## config.mk

```make
export PLATFORM = sky130hd
export DESIGN_NAME = entropy_collector_flat
export DESIGN_NICKNAME = d
export VERILOG_FILES = /design/src/rtl/trng_collect_pkg.sv /design/src/rtl/entropy_collector_if.sv /design/src/rtl/rep_count_test.sv /design/src/rtl/entropy_collector.sv /design/src/flat_wrapper.sv
export SDC_FILE = /design/constraint.sdc
export NUM_CORES = 1
export LEC_CHECK = 0
export CORE_MARGIN = 1
export CORE_UTILIZATION = 42
export DETAILED_ROUTE_END_ITERATION = 8
export SYNTH_ARGS = -nofsm -noshare
export SYNTH_HDL_FRONTEND = slang
export SYNTH_HIERARCHICAL = 1
export SYNTH_SLANG_ARGS = --single-unit
export TNS_END_PERCENT = 100
```

## constraint.sdc

```tcl
create_clock -name clk -period 5.15 [get_ports clk]
set_input_delay 1.03 -clock clk [delete_from_list [all_inputs] [get_ports clk]]
set_output_delay 1.03 -clock clk [all_outputs]
set_load 0.02 [all_outputs]
```

## src/rtl/trng_collect_pkg.sv

```systemverilog
// Shared types and sizing constants for the entropy collector and its health test.
package trng_collect_pkg;

  // Collector states: FILL packs bits, FULL holds a word, FAULT latches a health failure.
  typedef enum logic [1:0] {
    FILL  = 2'd0,
    FULL  = 2'd1,
    FAULT = 2'd2
  } coll_state_e;

  // Default output word width and repetition-count limit.
  localparam int WIDTH_DEF     = 32;
  localparam int REP_LIMIT_DEF = 16;

  // Run counter width; 8 bits covers every legal limit up to 255.
  localparam int RUN_W = 8;

  // Bit-position counter width for a given word width (counts 0..w-1).
  function automatic int cnt_width(input int w);
    if (w <= 2) begin
      return 1;
    end else begin
      return $clog2(w);
    end
  endfunction

  localparam int CNT_W_DEF = cnt_width(WIDTH_DEF);

endpackage

```

## src/rtl/entropy_collector_if.sv

```systemverilog
// Word handshake between the entropy collector (master) and the TRNG register side (slave).
interface entropy_collector_if #(
  parameter int WIDTH = trng_collect_pkg::WIDTH_DEF
);
  logic [WIDTH-1:0] data_out;
  logic             valid;
  logic             ready;

  modport master (output data_out, output valid, input ready);
  modport slave  (input data_out, input valid, output ready);
endinterface

```

## src/rtl/rep_count_test.sv

```systemverilog
// Online repetition-count health test for a serial raw entropy stream.
// fail is a combinational single-cycle pulse, high on the sampling cycle whose
// bit makes the run of identical bits reach 'limit'; the caller registers it.
module rep_count_test
  import trng_collect_pkg::*;
(
  input  logic             clk,
  input  logic             rst,
  input  logic             clr,
  input  logic             enb,
  input  logic             bit_in,
  input  logic [RUN_W-1:0] limit,
  output logic             fail
);

  logic [RUN_W-1:0] run_q, run_d;
  logic             last_q, last_d;
  logic             first_q, first_d;

  // Next run length, last bit and first-bit flag; clr re-arms the test.
  always_comb begin
    run_d   = run_q;
    last_d  = last_q;
    first_d = first_q;
    fail    = 1'b0;
    if (clr) begin
      run_d   = '0;
      last_d  = 1'b0;
      first_d = 1'b1;
    end else if (enb) begin
      if (first_q) begin
        run_d = RUN_W'(1);
      end else if (bit_in == last_q) begin
        if (run_q == {RUN_W{1'b1}}) begin
          run_d = run_q;
        end else begin
          run_d = run_q + RUN_W'(1);
        end
      end else begin
        run_d = RUN_W'(1);
      end
      last_d  = bit_in;
      first_d = 1'b0;
      fail    = (run_d >= limit);
    end else begin
      run_d = run_q;
    end
  end

  // Run-state registers; the first-bit flag comes out of reset armed.
  always_ff @(posedge clk or posedge rst) begin
    if (rst) begin
      run_q   <= '0;
      last_q  <= 1'b0;
      first_q <= 1'b1;
    end else begin
      run_q   <= run_d;
      last_q  <= last_d;
      first_q <= first_d;
    end
  end

endmodule

```

## src/rtl/entropy_collector.sv

```systemverilog
// Entropy collector: samples the raw ring-oscillator bit stream, packs it into
// WIDTH-bit words offered over a valid/ready handshake, and latches a sticky
// alarm when the repetition-count health test fails.
// Optional macro TRNG_VN_DEBIAS_EN inserts a Von Neumann corrector between
// sampling and packing (01->0, 10->1, 00/11 dropped); the health test always
// sees the raw bits.
module entropy_collector
  import trng_collect_pkg::*;
#(
  parameter int WIDTH     = WIDTH_DEF,
  parameter int REP_LIMIT = REP_LIMIT_DEF
) (
  input  logic                clk,
  input  logic                rst,
  input  logic                enb,
  input  logic                bit_in,
  input  logic                clr,
  entropy_collector_if.master bus,
  output logic                alarm
);

  localparam int               CNT_W    = cnt_width(WIDTH);
  localparam logic [CNT_W-1:0] LAST_CNT = CNT_W'(WIDTH - 1);
  localparam logic [RUN_W-1:0] LIMIT    = RUN_W'(REP_LIMIT);

  coll_state_e      state_q, state_d;
  logic [WIDTH-1:0] shreg_q, shreg_d;
  logic [CNT_W-1:0] cnt_q, cnt_d;
  logic [WIDTH-1:0] data_q, data_d;
  logic             valid_q, valid_d;
  logic             alarm_q, alarm_d;

  logic             samp_en;
  logic             rep_fail;
  logic             pack_en;
  logic             pack_bit;

  // The health test keeps running in FILL and FULL but is frozen once faulted.
  assign samp_en = enb & (state_q != FAULT);

  rep_count_test u_rep (
    .clk    (clk),
    .rst    (rst),
    .clr    (clr),
    .enb    (samp_en),
    .bit_in (bit_in),
    .limit  (LIMIT),
    .fail   (rep_fail)
  );

`ifdef TRNG_VN_DEBIAS_EN
  logic phase_q, phase_d;
  logic pair_q, pair_d;

  // Corrector output: emit the first bit of a differing pair on its second sample.
  always_comb begin
    pack_en  = 1'b0;
    pack_bit = 1'b0;
    if (enb && phase_q) begin
      pack_en  = pair_q ^ bit_in;
      pack_bit = pair_q;
    end else begin
      pack_en  = 1'b0;
      pack_bit = 1'b0;
    end
  end

  // Pair phase advances only while filling; outside FILL it is held at zero so
  // every entry to FILL starts on a fresh pair.
  always_comb begin
    phase_d = phase_q;
    pair_d  = pair_q;
    if (clr) begin
      phase_d = 1'b0;
    end else if ((state_q == FILL) && !rep_fail && enb) begin
      phase_d = ~phase_q;
      if (!phase_q) begin
        pair_d = bit_in;
      end else begin
        pair_d = pair_q;
      end
    end else if (state_q != FILL) begin
      phase_d = 1'b0;
    end else begin
      phase_d = phase_q;
    end
  end

  // Corrector pair registers.
  always_ff @(posedge clk or posedge rst) begin
    if (rst) begin
      phase_q <= 1'b0;
      pair_q  <= 1'b0;
    end else begin
      phase_q <= phase_d;
      pair_q  <= pair_d;
    end
  end
`else
  // Without the corrector every sampled raw bit is packed directly.
  always_comb begin
    pack_en  = enb;
    pack_bit = bit_in;
  end
`endif

  // Collector next state: clr beats an alarm trigger, which beats packing and the handshake.
  always_comb begin
    state_d = state_q;
    shreg_d = shreg_q;
    cnt_d   = cnt_q;
    data_d  = data_q;
    valid_d = valid_q;
    alarm_d = alarm_q;
    if (clr) begin
      state_d = FILL;
      shreg_d = '0;
      cnt_d   = '0;
      valid_d = 1'b0;
      alarm_d = 1'b0;
    end else begin
      case (state_q)
        FILL: begin
          if (rep_fail) begin
            alarm_d = 1'b1;
            valid_d = 1'b0;
            shreg_d = '0;
            cnt_d   = '0;
            state_d = FAULT;
          end else if (pack_en) begin
            if (cnt_q == LAST_CNT) begin
              data_d  = {shreg_q[WIDTH-2:0], pack_bit};
              valid_d = 1'b1;
              shreg_d = '0;
              cnt_d   = '0;
              state_d = FULL;
            end else begin
              shreg_d = {shreg_q[WIDTH-2:0], pack_bit};
              cnt_d   = cnt_q + CNT_W'(1);
            end
          end else begin
            state_d = FILL;
          end
        end
        FULL: begin
          if (rep_fail) begin
            alarm_d = 1'b1;
            valid_d = 1'b0;
            state_d = FAULT;
          end else if (bus.ready) begin
            valid_d = 1'b0;
            state_d = FILL;
          end else begin
            state_d = FULL;
          end
        end
        FAULT: begin
          alarm_d = 1'b1;
          valid_d = 1'b0;
        end
        default: begin
          state_d = FILL;
          shreg_d = '0;
          cnt_d   = '0;
          valid_d = 1'b0;
        end
      endcase
    end
  end

  // Collector state and output registers.
  always_ff @(posedge clk or posedge rst) begin
    if (rst) begin
      state_q <= FILL;
      shreg_q <= '0;
      cnt_q   <= '0;
      data_q  <= '0;
      valid_q <= 1'b0;
      alarm_q <= 1'b0;
    end else begin
      state_q <= state_d;
      shreg_q <= shreg_d;
      cnt_q   <= cnt_d;
      data_q  <= data_d;
      valid_q <= valid_d;
      alarm_q <= alarm_d;
    end
  end

  assign bus.data_out = data_q;
  assign bus.valid    = valid_q;
  assign alarm        = alarm_q;

endmodule

```

## src/flat_wrapper.sv

```systemverilog
// flat-port wrapper written by rule: the top's interface ports become plain ports
module entropy_collector_flat import trng_collect_pkg::*;
#(
  parameter int WIDTH     = WIDTH_DEF,
  parameter int REP_LIMIT = REP_LIMIT_DEF
)
  (clk, rst, enb, bit_in, clr, alarm, bus_data_out, bus_valid, bus_ready);
  entropy_collector_if #(.WIDTH(WIDTH)) bus_i ();
  input  logic clk;
  input  logic rst;
  input  logic enb;
  input  logic bit_in;
  input  logic clr;
  output logic alarm;
  output wire logic [$bits(bus_i.data_out)-1:0] bus_data_out;
  output wire logic [$bits(bus_i.valid)-1:0] bus_valid;
  input wire logic [$bits(bus_i.ready)-1:0] bus_ready;
  assign bus_data_out = bus_i.data_out;
  assign bus_valid = bus_i.valid;
  assign bus_i.ready = bus_ready;
  entropy_collector #(.WIDTH(WIDTH), .REP_LIMIT(REP_LIMIT)) u_core (.clk(clk), .rst(rst), .enb(enb), .bit_in(bit_in), .clr(clr), .bus(bus_i), .alarm(alarm));
endmodule
```

==> impl_metrics.yaml <==
finish:
  post-route-util_pct: 51.20
  final_cells: 469
  mostFrequentLayoutCell: "dfrtp_1"
  drive_gt1_share_pct: 24.93
  area_growth_pct: 16.58
  fin_nets: 377
  layout_common_cells: "81 x dfrtp_1, 39 x clkdlybuf4s50_1, 27 x mux2_2, 26 x a22o_2, 18 x inv_1"
  fillers: 814
  n_antenna_cell: 0
synthesis:
  ys.flop_type: "dfrtp_1"
  synth_area_leaders: "dfrtp_1 52%, mux2_2 7.8%, a22o_2 6.7%, ha_1 4.8%, buf_6 2.3%"
  avgSynthCellArea_sq_um: 12.50
  synth.distinct_cells: 59
  netlist_area_sq_mm: 0.003886
  synth-async-reset-ratio_pct: 100.0
  ys_seq_area_share_pct: 52.83
  yosys.area.top_type: "dfrtp_1"
  netlist.area_leader.share_pct: 52.16
  ys_ff_latch: 82
  synth_warnings: 6
  synth_edf_count: 0
  synthCells: 311
timing:
  slew_viol_final: 0
  skew_ps: 10.60
  layout_min_cycle_time_ps: 4493
  finalSetupViolations: 0
  period_share_pct: 87.25
  final_hold_viol_count: 0
  fmax_ghz: 0.2225
  tightest_slew_ps: 867.2
  setup_slack_ps: 656.6
  setup_tns_ps: 0
  rsz0062_at_grt: "no"
  relSlewSlack_pct: 42.06
place:
  post-place-ws_ps: 264.9
  gp_congestion: 0.8033
  placed_cells: 453
  port_buffers: 39
  dp_hpwl_mm: 4.702
clocking:
  cts_tree: "built"
  clk_pin_slew_worst_paths_ps: 80
  cts-buffers-inserted: 9
  worstSkewPairLatency_ps: 350
  postCtsSetupBuffers: 0
  htree_levels: 3
  cts.sinks: 82
  clockBufferDepth: 2
  ctsResizeCount: 0
  cts-hold-fix-buffers: 0
  cts_root_buf: "clkbuf_8"
die:
  io_pins: 40
  core_sq_mm: 0.008848
  die-area_sq_mm: 0.009641
  fp.dieW_microns: 98.19
  row_count: 34
  start_util_pct: 43.92
  fp.dieH_microns: 98.19
setup_path:
  start_kind: "primary input"
  crit_buf_inv: 2
  arrival_ps: 4720
  critPathSlowestCell: "a2111oi_2"
  critPathMaxStageDelay_ps: 810
  worstPathRequired_ps: 5380
  cp_top_family: "simple AND/OR/NAND/NOR gates"
  crit_path_end_kind: "register"
  worstSetupPathType: "in2reg"
  crit_fanout: 32
  critical_path.cell_chain: "clkdlybuf4s50_1 > xor2_1 > or2_0 > a31o_1 > nor2_1 > ha_1 > nand3_1 > or3_1 > a2111oi_2 > nor2b_2 > and4b_1 > buf_4 > mux2_1"
detailed_routing:
  drt-total-wl_mm: 7.012
  route.detailed.drc: 0
  drtPass1Iterations: 6
  drtAntennaViolNets: 0
  vias_per_cell: 5.373
  drtIter0Drc: 117
  via_count: 2520
  wl_per_cell_microns: 14.95
power:
  irDropWorstVdd_v: 0.0001382
  power.density_mw_per_mm2: 258.3
  power_leakage_nw: 2.086
flow_run:
  cap_violations: 0
grt:
  grt_pass1_wl_mm: 12.24
  antenna_found_initial: 0
  grt.total_usage_pct: 15.87
  grt_max_degree: 42
  grt_overflow_total: 0
  first_global_vias: 2524
hold_path:
  min_path_type: "reg2reg"
run_status:
  status: "completed"
==> worst paths after layout <==
check / from / endpoint / slack (ps) / cells after the start
setup / recovery: bit_in / u_core/bus.data_out[26] / 660 / 13
hold / removal: u_core/bus.data_out[28] / u_core/bus.data_out[28] / 490 / 1
setup reg to reg: u_core/u_rep/run_q[0] / u_core/bus.data_out[26] / 980 / 13
hold reg to reg: u_core/bus.data_out[28] / u_core/bus.data_out[28] / 490 / 1
max in group asynchronous: rst / u_core/bus.data_out[28] / 3040 / 3
min in group asynchronous: rst / u_core/u_rep/run_q[7] / 1000 / 2
==> cells in the mapped netlist, types with 2 or more instances <==
cell and n:
a211oi_1 8, a21oi_1 10, a22o_1 5, a22o_2 26, a31oi_1 2, and3_1 4, buf_2 4, buf_4 2
buf_6 8, clkbuf_1 4, conb_1 2, dfrtp_1 81, ha_1 15, inv_1 19, mux2_1 7, mux2_2 27
mux2i_1 4, nand2_1 3, nand2b_1 2, nand3_1 7, nand4_1 3, nor2_1 16, nor2b_1 3, nor3_1 4
nor4b_1 2, o21ai_0 6, o22ai_1 3, or3_1 2, xor2_1 2
==> routing by layer <==
layer | track usage, % | up-vias | part of all wire, % | routed length [microns]
li1 | - | 1219 | - | -
met1 | 21.49 | 1256 | 50 | 3537
met2 | 25.03 | 36 | 46 | 3204
met3 | 2.935 | 9 | 2.4 | 165
met4 | 6.889 | 0 | 1.5 | 105
met5 | 0 | - | 0 | 0
==> layout make-up <==
class	count	area [sq um]	area share, %
Clock buffer	10	127.6	2.817
Clock inverter	6	51.30	1.132
Inverter	19	71.32	1.574
Multi-Input combinational cell	198	1649	36.40
Sequential cell	82	2053	45.32
Tap cell	108	135.1	2.983
Timing Repair Buffer	46	442.9	9.776
==> registers in the layout (all words and copies together), names as in the netlist <==
name and cells:
u_core/bus.data_out 32, u_core/shreg_q 31, u_core/u_rep/run_q 8, u_core/cnt_q 5
u_core/state_q 2, u_core/alarm 1, u_core/bus.valid 1, u_core/u_rep/first_q 1
u_core/u_rep/last_q 1
==> cell families (layout without fill, tap and decap cells) <==
family,Yosys count,in the layout,synth area share [%]
and+or+nand+nor,59,59,8.951
adders and majority gates,15,15,4.829
other,2,8,0.1932
DFF,82,82,52.83
buffers and inverters,37,81,5.441
AOI/OAI and AO/OA,75,75,16.20
xor gates and xnor gates,3,3,0.6762
muxes,38,38,10.88
==> per-stage QoR <==
step,power (mW),instance area (sq um),hold WS [ps]
3_3_place_gp,0.7565,4352,467.7
4_1_cts,1.188,4531,495.7
5_1_grt,1.226,4531,517.0
6_report,1.170,4531,486.1
2_1_floorplan,0.7381,3909,464.6
3_5_place_dp,0.7572,4352,476.0
==> power breakdown <==
part / leakage [nW] / switching, mW / internal (mW)
clock: 0.0810 / 0.247 / 0.181
sequential: 1.14 / 0.00533 / 0.649
combinational: 0.867 / 0.0571 / 0.0308
(Power assumes the default switching activity.)
